[src/rtl/vic_irq_source.sv]
// vic_irq_source
// Interrupt source side of the vectored interrupt path. Peripheral request
// edges are latched as pending. The lowest-index enabled pending source is
// granted and presented to the core-side controller as a one-cycle o_IRQ
// pulse, with a vector address that stays stable. The next request waits
// until the controller's in-service flag drops and a short gap has elapsed.
//
// Handshake with the controller (o_IRQ / i_in_service):
//   o_IRQ is high for exactly one cycle, with at least one low cycle before
//   and after it. o_ISR_addr and o_irq_id are already valid one cycle before
//   the pulse. They stay constant until the next grant. The controller
//   raises i_in_service when it accepts the request and holds it high until
//   return-from-interrupt. If i_in_service does not rise within ACK_TIMEOUT
//   cycles after the pulse, the request goes back to pending and o_err
//   pulses for one cycle. Requests are never nested.
module vic_irq_source #(
  parameter int          N_SRC       = 8,
  parameter logic [31:0] VEC_BASE    = 32'h0000_0100,
  parameter int          VEC_STRIDE  = 4,
  parameter int          ACK_TIMEOUT = 16,
  parameter int          GAP_CYCLES  = 2
) (
  input  logic                     clk,
  input  logic                     rst,
  input  logic [N_SRC-1:0]         i_irq_src,
  input  logic [N_SRC-1:0]         i_irq_en,
  input  logic [N_SRC-1:0]         i_pend_clr,
  input  logic                     i_in_service,
  output logic                     o_IRQ,
  output logic [31:0]              o_ISR_addr,
  output logic [$clog2(N_SRC)-1:0] o_irq_id,
  output logic [N_SRC-1:0]         o_pending,
  output logic                     o_busy,
  output logic                     o_err,
  output logic [2:0]               o_dbg_state
);

  localparam int IW      = $clog2(N_SRC);
  localparam int CNT_MAX = (ACK_TIMEOUT > GAP_CYCLES) ? ACK_TIMEOUT : GAP_CYCLES;
  localparam int CW      = $clog2(CNT_MAX + 1);
  localparam logic [N_SRC-1:0] ONE_HOT0 = {{(N_SRC-1){1'b0}}, 1'b1};

  typedef enum logic [2:0] {
    S_IDLE     = 3'd0,
    S_SETUP    = 3'd1,
    S_ASSERT   = 3'd2,
    S_WAIT_ACK = 3'd3,
    S_IN_SVC   = 3'd4,
    S_GAP      = 3'd5
  } state_t;

  state_t            state_q, state_d;
  logic [N_SRC-1:0]  prev_src_q, prev_src_d;
  logic [N_SRC-1:0]  pending_q, pending_d;
  logic [IW-1:0]     irq_id_q, irq_id_d;
  logic [31:0]       isr_addr_q, isr_addr_d;
  logic [CW-1:0]     cnt_q, cnt_d;
  logic              err_q, err_d;

  logic [N_SRC-1:0]  req_vec;
  logic              any_req;
  logic [IW-1:0]     pick_idx;
  logic [N_SRC-1:0]  edge_set;
  logic [N_SRC-1:0]  grant_clr;
  logic [N_SRC-1:0]  repend_set;

  // Priority pick: lowest enabled pending index wins.
  always_comb begin
    req_vec  = pending_q & i_irq_en;
    any_req  = |req_vec;
    pick_idx = '0;
    for (int i = N_SRC - 1; i >= 0; i--) begin
      if (req_vec[i]) begin
        pick_idx = IW'(i);
      end
    end
  end

  // Grant / in-service sequencing and the shared timeout/gap counter.
  always_comb begin
    state_d    = state_q;
    irq_id_d   = irq_id_q;
    isr_addr_d = isr_addr_q;
    cnt_d      = cnt_q;
    err_d      = 1'b0;
    grant_clr  = '0;
    repend_set = '0;
    case (state_q)
      S_IDLE: begin
        // The mask is evaluated only here. A grant already in flight completes.
        if (any_req) begin
          irq_id_d   = pick_idx;
          isr_addr_d = VEC_BASE + (32'(pick_idx) * 32'(VEC_STRIDE));
          grant_clr  = ONE_HOT0 << pick_idx;
          state_d    = S_SETUP;
        end
      end
      S_SETUP: begin
        // One cycle so the vector is settled before the IRQ pulse.
        state_d = S_ASSERT;
      end
      S_ASSERT: begin
        cnt_d   = CW'(ACK_TIMEOUT);
        state_d = S_WAIT_ACK;
      end
      S_WAIT_ACK: begin
        if (i_in_service) begin
          cnt_d   = '0;
          state_d = S_IN_SVC;
        end else if (cnt_q <= CW'(1)) begin
          // Controller never accepted: put the request back for a retry.
          err_d      = 1'b1;
          repend_set = ONE_HOT0 << irq_id_q;
          cnt_d      = '0;
          state_d    = S_IDLE;
        end else begin
          cnt_d = cnt_q - CW'(1);
        end
      end
      S_IN_SVC: begin
        if (!i_in_service) begin
          cnt_d   = CW'(GAP_CYCLES);
          state_d = S_GAP;
        end
      end
      S_GAP: begin
        if (cnt_q <= CW'(1)) begin
          cnt_d   = '0;
          state_d = S_IDLE;
        end else begin
          cnt_d = cnt_q - CW'(1);
        end
      end
      default: begin
        cnt_d   = '0;
        state_d = S_IDLE;
      end
    endcase
  end

  // Pending bits: a new edge or a re-pend beats a grant clear, which beats a software clear.
  always_comb begin
    prev_src_d = i_irq_src;
    edge_set   = i_irq_src & ~prev_src_q;
    pending_d  = ((pending_q & ~i_pend_clr) & ~grant_clr) | edge_set | repend_set;
  end

  // State registers. During reset the previous-source register tracks the
  // request lines, so lines already high at reset release do not fire.
  always_ff @(posedge clk) begin
    if (rst) begin
      state_q    <= S_IDLE;
      prev_src_q <= i_irq_src;
      pending_q  <= '0;
      irq_id_q   <= '0;
      isr_addr_q <= '0;
      cnt_q      <= '0;
      err_q      <= 1'b0;
    end else begin
      state_q    <= state_d;
      prev_src_q <= prev_src_d;
      pending_q  <= pending_d;
      irq_id_q   <= irq_id_d;
      isr_addr_q <= isr_addr_d;
      cnt_q      <= cnt_d;
      err_q      <= err_d;
    end
  end

  // Outputs are decoded from registered state only.
  always_comb begin
    o_IRQ       = (state_q == S_ASSERT);
    o_busy      = (state_q != S_IDLE);
    o_err       = err_q;
    o_ISR_addr  = isr_addr_q;
    o_irq_id    = irq_id_q;
    o_pending   = pending_q;
    o_dbg_state = state_q;
  end

endmodule

[config.mk]
export PLATFORM = sky130hd
export DESIGN_NAME = vic_irq_source
export DESIGN_NICKNAME = d
export VERILOG_FILES = /design/src/rtl/vic_irq_source.sv
export SDC_FILE = /design/constraint.sdc
export NUM_CORES = 1
export LEC_CHECK = 0
export CAP_MARGIN = 5
export CORE_MARGIN = 10
export CORE_UTILIZATION = 42
export DETAILED_ROUTE_END_ITERATION = 12
export GPL_ROUTABILITY_DRIVEN = 0
export HOLD_SLACK_MARGIN = 0.15
export PLACE_DENSITY = 0.81
export SYNTH_ARGS = -nofsm -noshare
export SYNTH_HDL_FRONTEND = slang
export SYNTH_SLANG_ARGS = --single-unit
[constraint.sdc]
create_clock -name clk -period 2.1 [get_ports clk]
set_input_delay 0.315 -clock clk [delete_from_list [all_inputs] [get_ports clk]]
set_output_delay 0.315 -clock clk [all_outputs]
set_load 0.005 [all_outputs]
* Word-level counts from Yosys, hierarchy flattened
Cells that the tools add are included. Widths: inputs -> output; s select.
Storage, ports and cells: flip-flop bits (word level) 60, bits in latches 0, memory bits (writable) 0, ROM bits 0, output and inout bits 49, logic and storage cells 61, memories kept 0
Cells by class: add/sub/neg operators 2, multiply operators 0, divide/modulo/power cells 0, $lt $le $gt $ge 1, eq/ne operators 7, shifts and indexed selects 2, multiplexer cells 23, bitwise logic cells 11, reduce and logical (&&, ||, !) cells 8
Operators by type and width (number):
- $mux 8 | 5
- $mux 3 | 12
- $and 8x8->8 | 4
- $pmux 5 s5 | 1
- $not 8->8 | 3
- $pmux 3 s6 | 1
- $or 8x8->8 | 2
- $shl 1x3->8 const A | 2
- $mux 5 | 3
- $add 9x5->10 const A | 1
- $reduce_or 8->1 | 1
- $eq 3x2->1 const B | 2
- $eq 3x3->1 const B | 2
- $reduce_and 2->1 | 3
- $le 5x1->1 const B | 1
- $sub 5x1->5 const B | 1
- $ne 2x2->1 const B | 2
- $eq 3x1->1 const B | 1
- $logic_not 3->1 | 1
- $reduce_bool 3->1 | 1
- $reduce_or 3->1 | 1
- $not 1->1 | 2
- $reduce_or 2->1 | 1
- $mux 1 | 1

* Logic depth before layout (Yosys ltp)
depth in word-level cells 16, mapped depth 8, gate-level depth less buffers 7

* Worst setup path after synthesis
No wires, ideal clock.
path type reg-to-reg, start register cnt_q[1], end register cnt_q[2], setup time 70 ps, data arrival time 1537 ps, required time 2030 ps, path slack 493 ps, stages on the path, launching flop included 7, path buffers 0, period minus slack after synthesis 1607 ps, cells stage by stage dfxtp_1 > inv_1 > ha_1 > o21ba_2 > o221ai_2 > or4b_1 > a21oi_1
On the way: cells in the longest elaborated chain, start to end 4, elaborated cells on any way between the ends 5
Ends and longest elaborated chain:
- start, declared | line 57 | logic [CW-1:0] cnt_q, cnt_d;
- start signal, assigned | line 165 | cnt_q <= cnt_d;
- $sub 5x1->5 / $le 5x1->1 (equally long branches)
- $mux 5 * | line 110, 127
- $mux 5 | line 107 | if (i_in_service) begin
- $pmux 5 s5 * | line 88 | case (state_q)
Mark *: on every way between the ends. The rest lies on a longest branch, timed or not. A chain may end at the register's enable or synchronous reset.

* Final worst setup path
start register state_q[2] (netlist: o_dbg_state[2]), end output o_busy
On the way: cells in the longest elaborated chain, start to end 1
Ends and longest elaborated chain:
- start, declared | line 52 | state_t state_q, state_d;
- start signal, assigned | line 160 | state_q <= state_d;
- $reduce_bool 3->1 | line 173 | o_busy = (state_q != S_IDLE);
- end, declared | line 33 | output logic o_busy,
No other way between the ends.

==> run_results.csv <==
group,metric,value,unit
drt,wirelength,4430,um
setup_path,r2r_setup_slack,0.41,ns
drt,drt-initial-drc-count,98,
sta,finalWorstSetupSlack,0.152,ns
synthesis,yosysSeqAreaShare,34.4,%
cts,cts_buffers,5,
setup_path,arrival,1.63,ns
sta,period_needed,1.95,ns
synthesis,syn_area,1690,um2
cts,clk_pin_slew_worst_paths,0.06,ns
floorplanning,dieWidth,83.4,um
power,leakage,0.856,nW
final_layout,antenna_cells,0,
setup_path,crit_path_end_kind,"primary output",
setup_path,r2r_start,"cnt_q[1]",
sta,slew-limit-headroom,66.6,%
sta,whs,0.482,ns
final_layout,n_fill_cell,350,
floorplanning,dieArea,6950,um2
global_routing,grt_pass1_wl,7350,um
drt,wl_per_cell,14.5,um
cts,cts_setup_buffers,0,
drt,drt_first_pass_iters,4,
final_layout,layout-area-overhead-vs-synth,28.3,%
cts,clock_path_buffers,2,
run_status,outcome,"completed",
cts,cts_tree,"built",
drt,via_per_inst,5.02,
setup_path,crit_type,"reg -> out",
cts,clock_latency,0.28,ns
floorplanning,coreArea,3770,um2
floorplanning,rows,22,
synthesis,synth.avg_cell_area,8.15,um2
cts,clockRootBuffer,"clkbuf_8",
setup_path,startpoint_type,"flop",
synthesis,synthFlopType,"dfxtp_1",
final_layout,mostFrequentLayoutCell,"clkdlybuf4s50_1",
sta,worstMarginPinSlew,0.499,ns
synthesis,synth_edf_count,0,
sta,maxSlewViolCount,0,
global_routing,grt.overflow.total,0,
setup_path,worstPathMaxFanout,9,
sta,hold_viol_final,0,
synthesis,yosysWarnings,0,
floorplanning,fp.dieH,83.4,um
synthesis,synthCells,207,
setup_path,endpoint,"o_busy",
hold_path,hold_path.class,"reg -> reg",
global_routing,grt_max_degree,14,
setup_path,rr_worst_depth,8,
power,vdd_drop_max,324,uV
global_routing,grt_pass1_vias,1630,
cts,htree_levels,2,
sta,period_share,92.8,%
job,cap_violations,0,
power,power.density,737,nW/um2
setup_path,r2r_end,"o_pending[1]",
cts,clock-sinks,29,
floorplanning,ioPinCount,76,
placement,dp_hpwl,3590,um
placement,place_ws,0.0470,ns
power,power.total,1.59,mW
sta,finalClockSkew,0.00401,ns
drt,vias,1536,
sta,rsz0062_at_grt,"no",
synthesis,async_flop_share,0,%
floorplanning,start_util,44.7,%
final_layout,final_cell_mix,"clkdlybuf4s50_1, conb_1, dfxtp_1",
setup_path,crit_required,1.78,ns
global_routing,grt_antenna_before_repair,0,
global_routing,track_usage,12.6,%
final_layout,nets,286,
sta,fmax,513,MHz
synthesis,ys_types,45,
sta,setup_viol,0,
placement,numPortBuffers,47,
synthesis,synth_seq_cells,29,
sta,finalSetupTns,0,ns
setup_path,worstSetupStartpoint,"o_dbg_state[2]",
final_layout,layout-drive-gt1-share,8.91,%
drt,drc,0,
drt,antenna_left,0,
==> critical path, stage by stage, from the launching register on <==
cell and delay (ns):
dfxtp_1 0.57, nor3_4 0.06, inv_1 0.16, clkdlybuf4s50_1 0.56
==> metrics by stage <==
step / util (%) / cells / cell area [um2]
after floorplan: - / 234 / 1790
after global placement: 55.2 / 298 / 2080
after detailed placement: 55.2 / 298 / 2080
after CTS: 57.3 / 306 / 2160
after global routing: 57.4 / 306 / 2160
final: 57.4 / 306 / 2160
==> cells by family after synthesis <==
kind of cell	Yosys count	synth area share [%]
AOI/OAI and AO/OA	51	19.2
xor gates and xnor gates	1	0.519
other	1	0.222
adders and majority gates	2	1.48
and+or+nand+nor	76	24.9
buffers and inverters	47	19.2
DFF	29	34.4
==> synthesized netlist by cell type (2+ instances only) <==
cell type | number | area (um2)
nor2_1 | 25 | 93.8
and2_1 | 2 | 12.5
nand3_1 | 5 | 25.0
nor4b_2 | 2 | 30.0
a22oi_1 | 3 | 22.5
a21oi_1 | 22 | 110
buf_4 | 31 | 233
nor2b_1 | 6 | 37.5
a32oi_1 | 2 | 17.5
nand2_1 | 17 | 63.8
nand2b_1 | 4 | 25.0
o22ai_1 | 3 | 18.8
inv_1 | 9 | 33.8
buf_6 | 2 | 22.5
nor3_1 | 5 | 25.0
ha_1 | 2 | 25.0
dfxtp_1 | 29 | 581
clkbuf_1 | 2 | 7.51
o21ai_0 | 8 | 40.0
o311ai_0 | 2 | 17.5
a41oi_1 | 2 | 17.5
==> state kept, by name, summed over array words and instances, names as in the netlist <==
name	count
o_pending	8
prev_src_q	8
cnt_q	5
o_dbg_state	3
o_ISR_addr	2
o_irq_id	2
o_err	1
==> layout make-up <==
class	count	area (um2)	area share, %
timing repair buffer	54	523	24.2
multi-input combinational	158	883	40.8
inverter	9	33.8	1.56
tap	48	60.1	2.78
sequential	29	583	27.0
clock buffer	8	80.1	3.70
==> how the worst min path moves through the flow <==
stage,from,slack (ns),cells past startpoint,endpoint
detailed placement,o_ISR_addr[8],0.48,2,o_ISR_addr[8]
global placement,o_ISR_addr[8],0.46,2,o_ISR_addr[8]
floorplan,i_irq_src[0],0.34,0,prev_src_q[0]
global route,i_irq_src[0],0.50,1,prev_src_q[0]
finish,o_ISR_addr[8],0.48,2,o_ISR_addr[8]
CTS,o_ISR_addr[8],0.49,2,o_ISR_addr[8]
==> layer usage <==
layer,vias to the layer above,routed length [um],GRT usage [%]
met3,14,347,4.49
met2,59,2160,21.2
met4,0,168,8.92
met1,701,1750,12.6
li1,762,-,-
met5,-,0,0
==> what timing repair did <==
| action | in CTS | in global routing |
|---|---|---|
| hold buffers | 0 | 0 |
| endpoints found under the setup margin | 0 | 2 |
| gates resized for setup | 0 | 2 |
==> power by group <==
group / total (mW) / internal [mW] / switching, mW
logic: 0.472 / 0.272 / 0.200
registers: 0.693 / 0.604 / 0.0893
clock network: 0.430 / 0.234 / 0.195
total: 1.59 / 1.11 / 0.485
(Power assumes the default switching activity.)
